## src/rtl/mux4_rr_arbiter_pkg.sv

```systemverilog
// Purpose  : shared types, constants and helpers for the 4-way round-robin arbiter.
// Latency  : n/a (declarations only).
// Backpress: n/a.
package mux4_rr_arbiter_pkg;

    localparam int NREQ = 4;

    typedef enum logic {
        IDLE  = 1'b0,
        GRANT = 1'b1
    } state_e;

    // Last-granted pointer after reset: the search then starts at requester 0.
    localparam logic [1:0] LAST_RST = 2'd3;

    function automatic logic [NREQ-1:0] onehot2(input logic [1:0] idx);
        logic [NREQ-1:0] oh;
        oh = '0;
        oh[idx] = 1'b1;
        return oh;
    endfunction

endpackage

```

## src/rtl/mux4_rr_arbiter_if.sv

```systemverilog
// Purpose  : bundle of requester handshake, data words and arbitrated output.
// Latency  : n/a (wiring only).
// Backpress: req/gnt handshake; a requester holds req until it has been served.
// Ports: req/d0..d3 driven by requesters, gnt/sel/y/y_valid driven by the arbiter.
interface mux4_rr_arbiter_if
    import mux4_rr_arbiter_pkg::*;
#(
    parameter int WIDTH = 8
);
    logic [NREQ-1:0]  req;
    logic [WIDTH-1:0] d0;
    logic [WIDTH-1:0] d1;
    logic [WIDTH-1:0] d2;
    logic [WIDTH-1:0] d3;
    logic [NREQ-1:0]  gnt;
    logic [1:0]       sel;
    logic [WIDTH-1:0] y;
    logic             y_valid;

    // Requester side.
    modport master (
        output req, d0, d1, d2, d3,
        input  gnt, sel, y, y_valid
    );

    // Arbiter side.
    modport slave (
        input  req, d0, d1, d2, d3,
        output gnt, sel, y, y_valid
    );
endinterface

```

## src/rtl/mux4.sv

```systemverilog
// Purpose  : generic 4:1 word multiplexer.
// Latency  : combinational.
// Backpress: none.
// Ports: d0_i..d3_i data inputs, s_i binary select, y_o selected word.
module mux4 #(
    parameter int WIDTH = 8
) (
    input  logic [WIDTH-1:0] d0_i,
    input  logic [WIDTH-1:0] d1_i,
    input  logic [WIDTH-1:0] d2_i,
    input  logic [WIDTH-1:0] d3_i,
    input  logic [1:0]       s_i,
    output logic [WIDTH-1:0] y_o
);
    always_comb begin
        y_o = d0_i;
        unique case (s_i)
            2'd0: y_o = d0_i;
            2'd1: y_o = d1_i;
            2'd2: y_o = d2_i;
            2'd3: y_o = d3_i;
            default: y_o = d0_i;
        endcase
    end
endmodule

```

## src/rtl/mux4_rr_arbiter_rr_pick4.sv

```systemverilog
// Purpose  : round-robin pick among 4 requests, search starting after last_i.
// Latency  : combinational.
// Backpress: none.
// Ports: req_i requests, last_i last-granted index, any_o some request set,
//        winner_o first set request at last+1, last+2, last+3, last (mod 4).
module rr_pick4
    import mux4_rr_arbiter_pkg::*;
(
    input  logic [NREQ-1:0] req_i,
    input  logic [1:0]      last_i,
    output logic            any_o,
    output logic [1:0]      winner_o
);
    logic [1:0] idx;

    always_comb begin
        any_o    = |req_i;
        winner_o = last_i;
        idx      = last_i;
        // Walk from the farthest position back to the nearest so the nearest
        // set request (smallest offset) is the last one written.
        for (int k = NREQ; k >= 1; k--) begin
            idx = last_i + 2'(k);
            if (req_i[idx]) begin
                winner_o = idx;
            end
        end
    end
endmodule

```

## src/rtl/mux4_rr_arbiter.sv

```systemverilog
// Purpose  : round-robin arbiter sharing one WIDTH-bit bus between 4 requesters.
// Latency  : grant one edge after req; data registered one edge after gnt&req.
// Backpress: owner keeps the bus while req is high, preempted after MAX_HOLD
//            cycles only if someone else is waiting.
// Ports: clk, rst_n (async, active-low), bus (slave side of mux4_rr_arbiter_if).
module mux4_rr_arbiter
    import mux4_rr_arbiter_pkg::*;
#(
    parameter int WIDTH    = 8,
    parameter int MAX_HOLD = 4
) (
    input  logic               clk,
    input  logic               rst_n,
    mux4_rr_arbiter_if.slave   bus
);
    localparam int HW = $clog2(MAX_HOLD + 1);
    localparam logic [HW-1:0] HOLD_MAX = HW'(MAX_HOLD);
    localparam logic [HW-1:0] HOLD_ONE = HW'(1);

    state_e           state_q, state_d;
    logic [NREQ-1:0]  gnt_q, gnt_d;
    logic [1:0]       sel_q, sel_d;
    logic [1:0]       last_q, last_d;
    logic [HW-1:0]    hold_q, hold_d;
    logic [WIDTH-1:0] y_q, y_d;
    logic             y_valid_q, y_valid_d;

    logic             any_req;
    logic [1:0]       winner;
    logic             others_req;
    logic             owner_req;
    logic [WIDTH-1:0] mux_y;

    // While granted, last_q equals the owner, so the same pick serves both
    // idle arbitration and handover/preemption (the owner is searched last).
    rr_pick4 u_pick (
        .req_i    (bus.req),
        .last_i   (last_q),
        .any_o    (any_req),
        .winner_o (winner)
    );

    mux4 #(.WIDTH(WIDTH)) u_mux (
        .d0_i (bus.d0),
        .d1_i (bus.d1),
        .d2_i (bus.d2),
        .d3_i (bus.d3),
        .s_i  (sel_q),
        .y_o  (mux_y)
    );

    assign owner_req  = bus.req[sel_q];
    assign others_req = |(bus.req & ~onehot2(sel_q));

    always_comb begin
        state_d = state_q;
        gnt_d   = gnt_q;
        sel_d   = sel_q;
        last_d  = last_q;
        hold_d  = hold_q;

        unique case (state_q)
            IDLE: begin
                gnt_d = '0;
                if (any_req) begin
                    state_d = GRANT;
                    gnt_d   = onehot2(winner);
                    sel_d   = winner;
                    last_d  = winner;
                    hold_d  = HOLD_ONE;
                end
            end
            GRANT: begin
                if (!owner_req && !others_req) begin
                    // Nobody wants the bus: release, sel keeps the last owner.
                    state_d = IDLE;
                    gnt_d   = '0;
                end else if (!owner_req || (hold_q == HOLD_MAX && others_req)) begin
                    // Handover without an idle bubble.
                    gnt_d  = onehot2(winner);
                    sel_d  = winner;
                    last_d = winner;
                    hold_d = HOLD_ONE;
                end else if (hold_q != HOLD_MAX) begin
                    hold_d = hold_q + HOLD_ONE;
                end
            end
            default: begin
                state_d = IDLE;
                gnt_d   = '0;
            end
        endcase
    end

    // Capture only when the current owner is still requesting.
    always_comb begin
        y_d       = y_q;
        y_valid_d = 1'b0;
        if (gnt_q[sel_q] && owner_req) begin
            y_d       = mux_y;
            y_valid_d = 1'b1;
        end
    end

    always_ff @(posedge clk or negedge rst_n) begin
        if (!rst_n) begin
            state_q   <= IDLE;
            gnt_q     <= '0;
            sel_q     <= 2'd0;
            last_q    <= LAST_RST;
            hold_q    <= '0;
            y_q       <= '0;
            y_valid_q <= 1'b0;
        end else begin
            state_q   <= state_d;
            gnt_q     <= gnt_d;
            sel_q     <= sel_d;
            last_q    <= last_d;
            hold_q    <= hold_d;
            y_q       <= y_d;
            y_valid_q <= y_valid_d;
        end
    end

    assign bus.gnt     = gnt_q;
    assign bus.sel     = sel_q;
    assign bus.y       = y_q;
    assign bus.y_valid = y_valid_q;

endmodule

```

## src/flat_wrapper.sv

```systemverilog
// flat-port wrapper written by rule: the top's interface ports become plain ports
module mux4_rr_arbiter_flat import mux4_rr_arbiter_pkg::*;
#(
    parameter int WIDTH    = 8,
    parameter int MAX_HOLD = 4
)
  (clk, rst_n, bus_req, bus_d0, bus_d1, bus_d2, bus_d3, bus_gnt, bus_sel, bus_y, bus_y_valid);
  mux4_rr_arbiter_if #(.WIDTH(WIDTH)) bus_i ();
  input  logic clk;
  input  logic rst_n;
  input wire logic [$bits(bus_i.req)-1:0] bus_req;
  input wire logic [$bits(bus_i.d0)-1:0] bus_d0;
  input wire logic [$bits(bus_i.d1)-1:0] bus_d1;
  input wire logic [$bits(bus_i.d2)-1:0] bus_d2;
  input wire logic [$bits(bus_i.d3)-1:0] bus_d3;
  output wire logic [$bits(bus_i.gnt)-1:0] bus_gnt;
  output wire logic [$bits(bus_i.sel)-1:0] bus_sel;
  output wire logic [$bits(bus_i.y)-1:0] bus_y;
  output wire logic [$bits(bus_i.y_valid)-1:0] bus_y_valid;
  assign bus_i.req = bus_req;
  assign bus_i.d0 = bus_d0;
  assign bus_i.d1 = bus_d1;
  assign bus_i.d2 = bus_d2;
  assign bus_i.d3 = bus_d3;
  assign bus_gnt = bus_i.gnt;
  assign bus_sel = bus_i.sel;
  assign bus_y = bus_i.y;
  assign bus_y_valid = bus_i.y_valid;
  mux4_rr_arbiter #(.WIDTH(WIDTH), .MAX_HOLD(MAX_HOLD)) u_core (.clk(clk), .rst_n(rst_n), .bus(bus_i));
endmodule
```

## config.mk

```make
export PLATFORM = sky130hd
export DESIGN_NAME = mux4_rr_arbiter_flat
export DESIGN_NICKNAME = d
export VERILOG_FILES = /design/src/rtl/mux4_rr_arbiter_pkg.sv /design/src/rtl/mux4_rr_arbiter_if.sv /design/src/rtl/mux4.sv /design/src/rtl/mux4_rr_arbiter_rr_pick4.sv /design/src/rtl/mux4_rr_arbiter.sv /design/src/flat_wrapper.sv
export SDC_FILE = /design/constraint.sdc
export NUM_CORES = 1
export LEC_CHECK = 0
export BUFFER_PORTS_ARGS = -buffer_cell sky130_fd_sc_hd__buf_2
export CAP_MARGIN = 20
export CORE_UTILIZATION = 40
export CTS_CLUSTER_DIAMETER = 60
export DETAILED_ROUTE_END_ITERATION = 8
export HOLD_SLACK_MARGIN = 0.06
export PLACE_DENSITY = 0.68
export SLEW_MARGIN = 5
export SYNTH_ARGS = -nofsm -noshare
export SYNTH_HDL_FRONTEND = slang
export SYNTH_SLANG_ARGS = --single-unit
```

## constraint.sdc

```tcl
create_clock -name clk -period 3.2 [get_ports clk]
set_input_delay 0 -clock clk [delete_from_list [all_inputs] [get_ports clk]]
set_output_delay 0 -clock clk [all_outputs]
set_load 0.005 [all_outputs]
```

==> impl_table.tex <==
\begin{tabular}{lr}
\hline
Metric & Value \\
\hline
\multicolumn{2}{l}{\textbf{Clocking}} \\
\quad Root buf cell & sky130\_fd\_sc\_hd\_\_clkbuf\_4 \\
\quad Count of hold buffers inserted by post-cts repair & 1 \\
\quad Clock tree from TritonCTS & done \\
\quad Clock sink total & 21 \\
\quad Clock Path Buffers & 2 \\
\quad PostCTS Resize Cnt & 0 \\
\quad Clock transition at the registers of the reported paths & 0.12 ns \\
\quad Number of buffers inserted by post-CTS setup repair & 0 \\
\quad Deepest level of the CTS H-tree & 1 \\
\quad Clock insertion delay at the later pin of the skew report & $\sim$0.31 ns \\
\quad Cts bufs inserted & 3 \\
\multicolumn{2}{l}{\textbf{STA}} \\
\quad Max\_slew headroom & 0.459 \\
\quad Final hold violation count & 0 \\
\quad Max-slew violations & 0 \\
\quad Setup-violating endpoint count in the final report & 0 \\
\quad Final Critical Period & 2.45 ns \\
\quad RSZ-0062 raised after global routing & no \\
\quad Worst-Margin Slew & 0.806 ns \\
\quad Worst hold margin & about 0.13 ns \\
\quad Setup Skew & 0.00825 ns \\
\quad F\_max & between 400 and 500 MHz \\
\quad Total Negative Setup Slacks & 0 ns \\
\quad Share of the cycle needed by the critical path after routing & 0.764 \\
\multicolumn{2}{l}{\textbf{Global routing}} \\
\quad Number of antenna violations at the first check in global routing & 0 \\
\quad All-layer global routing usage & 0.177 \\
\quad Total congestion overflow & 0 \\
\quad Via count of the first global-routing pass & 1,005 \\
\quad Wire length of the first global-routing pass & 4530 um \\
\quad Largest net degree at the start of global routing & 22 \\
\multicolumn{2}{l}{\textbf{Floorplanning}} \\
\quad Horiz. Die Dim & 58.6 um \\
\quad Area inside the core boundary & 0.00305 mm2 \\
\quad Die extent in y & a little under 60 um \\
\quad Die area & 0.00343 mm2 \\
\quad Initial standard-cell utilization of the core & 0.420 \\
\quad Top-Level Pins & 53 \\
\quad Placement row count & 20 \\
\multicolumn{2}{l}{\textbf{Pwr}} \\
\quad Leak pwr & about 0.76 nW \\
\quad Share of power burned in the clock network & 0.092 \\
\quad Maximum VDD drop & approximately 0.37 mV \\
\quad Share of total power in combinational logic & 0.502 \\
\quad Internal power consumption & 0.000867 W \\
\quad Sequential Power Share & 0.405 \\
\quad Tot Pwr & 0.00137 W \\
\quad Switching fraction of total power & 0.366 \\
\quad NetSw & 0.000501 W \\
\quad Cell area power density & 864 mW/mm2 \\
\multicolumn{2}{l}{\textbf{Worst setup path}} \\
\quad Number of buffer and inverter instances along the worst setup path & 0 \\
\quad Cell with the largest stage delay on the worst path & sky130\_fd\_sc\_hd\_\_dfrtp\_1 \\
\quad Stage delay of the slowest cell on the critical path & 0.88 ns \\
\quad CP delay by family, top & flip-flops \\
\quad Required @ worst endpoint & 3.40 ns \\
\quad Critical path peak fanout & 19 \\
\quad List of cells traversed by the critical path & or4\_1 -> nor2\_1 -> o31ai\_2 -> and2\_4 -> mux2\_4 \\
\quad Arrival time of data at the critical path endpoint & $\sim$2.6 ns \\
\quad WS Path Type & flip-flop to flip-flop \\
\quad Startpoint type of the worst setup path & flip-flop \\
\quad Kind of end point of the critical path & flip-flop \\
\multicolumn{2}{l}{\textbf{Logic synthesis}} \\
\quad Netlist cell types & 39 \\
\quad Total of warnings raised by yosys & 0 \\
\quad Sequential share of the synthesized area & 0.412 \\
\quad Flops \& latches, synth & 21 \\
\quad Most frequently used flop master after synthesis & sky130\_fd\_sc\_hd\_\_dfrtp\_1 \\
\quad Dominant cell by count in the synthesized netlist & sky130\_fd\_sc\_hd\_\_dfrtp\_1 \\
\quad Gate count of the mapped netlist & 105 \\
\quad Most instantiated cells after synthesis & sky130\_fd\_sc\_hd\_\_dfrtp\_1, sky130\_fd\_sc\_hd\_\_mux2\_2, sky130\_fd\_sc\_hd\_\_mux4\_2 \\
\quad Post-synth net total & 145 \\
\quad Largest area contributor in the synthesized netlist & sky130\_fd\_sc\_hd\_\_dfrtp\_1 \\
\quad Post-synthesis area per instance & about 12 um2 \\
\quad Synth top area cells & sky130\_fd\_sc\_hd\_\_dfrtp\_1, sky130\_fd\_sc\_hd\_\_mux4\_2, sky130\_fd\_sc\_hd\_\_mux2\_2 \\
\quad Post-Syn Area & 0.00128 mm2 \\
\quad Share of flip-flops with an asynchronous set or reset after synthesis & 1.00 \\
\quad Top-area cell type share of the netlist area & 0.371 \\
\quad Number of synthesized flops with an enable pin & 0 \\
\multicolumn{2}{l}{\textbf{Detailed routing}} \\
\quad Total Wirelength & between 2000 and 3000 um \\
\quad Via density per instance & 5.17 \\
\quad Number of routed nets with antenna violations & 0 \\
\quad Number of DRC markers after the initial detailed-route iteration & 47 \\
\quad Drt pass-1 iters & 6 \\
\quad Mean routed wirelength per cell & between 10 and 15 um \\
\quad Post-route DRC violation count & 2 \\
\quad Routed vias & 1,028 \\
\multicolumn{2}{l}{\textbf{Final layout}} \\
\quad Area Overhead vs Synth & 23.6\% \\
\quad Number of diodes added for antenna fixing & 0 \\
\quad Share of final-layout standard cells stronger than drive strength 1 & 0.503 \\
\quad Total number of nets in the final design & 196 \\
\multicolumn{2}{l}{\textbf{Flow run}} \\
\quad Max cap viols & 0 \\
\multicolumn{2}{l}{\textbf{Placed design}} \\
\quad Port buffer count & 52 \\
\quad HPWL after detailed placement & 2110 um \\
\quad Last weighted congestion value of the routability-driven placer & 0.819 \\
\multicolumn{2}{l}{\textbf{Outcome}} \\
\quad Run status & finished, violations left \\
\quad Failing checks & design-rule violations \\
\multicolumn{2}{l}{\textbf{Min path}} \\
\quad Worst hold-check path type & input pin to flip-flop \\
\hline
\end{tabular}
[worst min-delay path: cells and delay by family]
family | cells | cell delay [ns]
buffers and inverters | 1 | 0.07
muxes | 2 | 0.34
[registers in the layout, indices dropped and copies added, names as in the netlist]
name / cells
u_core.last_q: 2
u_core.hold_q: 3
u_core.bus.sel: 2
u_core.bus.y_valid: 1
u_core.bus.gnt: 4
u_core.state_q: 1
u_core.bus.y: 8
[cell type report]
type	instances	area (um2)
clock buffer	3	22.5
tap	44	55.1
fill	282	1470
inverter	5	18.8
multi-input combinational	72	684
timing repair buffer	53	270
sequential	21	528
clock inverter	1	5.00
[per-layer routing]
metal	global-route usage	part of all wire
met2	0.309	0.53
met5	0	0
met1	0.226	0.44
met4	0.0306	0.0037
met3	0.0462	0.032
[cell usage in the layout (no fill, tap or decap), types with 3 or more instances in the layout]
cell type and instances:
sky130_fd_sc_hd__mux2i_1 5, sky130_fd_sc_hd__nand2_1 5, sky130_fd_sc_hd__nor2_1 4, sky130_fd_sc_hd__clkbuf_4 3, sky130_fd_sc_hd__mux2_2 8, sky130_fd_sc_hd__o21ai_0 4
sky130_fd_sc_hd__inv_1 5, sky130_fd_sc_hd__mux4_2 8, sky130_fd_sc_hd__dfrtp_1 19, sky130_fd_sc_hd__buf_2 52, sky130_fd_sc_hd__a21oi_1 3
[worst paths after layout]
check / from / endpoint / slack, ns / cells after the start
min in group asynchronous: rst_n / u_core.bus.y[6] / 0.17 / 2
max: u_core.bus.sel[0] / u_core.bus.sel[0] / 0.75 / 5
max in group asynchronous: rst_n / u_core.last_q[0] / 2.67 / 2
max reg2reg: u_core.bus.sel[0] / u_core.bus.sel[0] / 0.75 / 5
min reg2reg: u_core.bus.y[6] / u_core.bus.y[6] / 0.51 / 1
min: bus_d2[1] / u_core.bus.y[1] / 0.13 / 3
[power by group through the flow]
stage	logic, W	clock network [W]	registers, W
6_report	0.000687	0.000126	0.000555
5_1_grt	0.000767	0.000144	0.000584
4_1_cts	0.000698	0.000133	0.000558
3_5_place_dp	0.000693	0	0.000565
3_3_place_gp	0.000676	0	0.000554
2_1_floorplan	0.000593	0	0.000479
[through the flow]
stage / cell area [um2] / worst slack [ns] / util / cells
finish: 1580 / 0.754 / 0.519 / 199
global route: 1580 / 0.501 / 0.519 / 199
CTS: 1580 / 0.721 / 0.519 / 199
detailed placement: 1550 / 0.738 / 0.507 / 194
global placement: 1550 / 0.828 / 0.507 / 194
floorplan: 1280 / 1.19 / - / 105
[kinds of logic after synthesis]
kind of cell | share of synthesized area
AO/OA/AOI/OAI | 0.0859
adder cells (fa/ha/maj) | 0.0195
buffers and inverters | 0.0537
flip-flops | 0.412
multiplexers | 0.291
AND/OR/NAND/NOR | 0.138
Power figures use the tool's default switching activity.
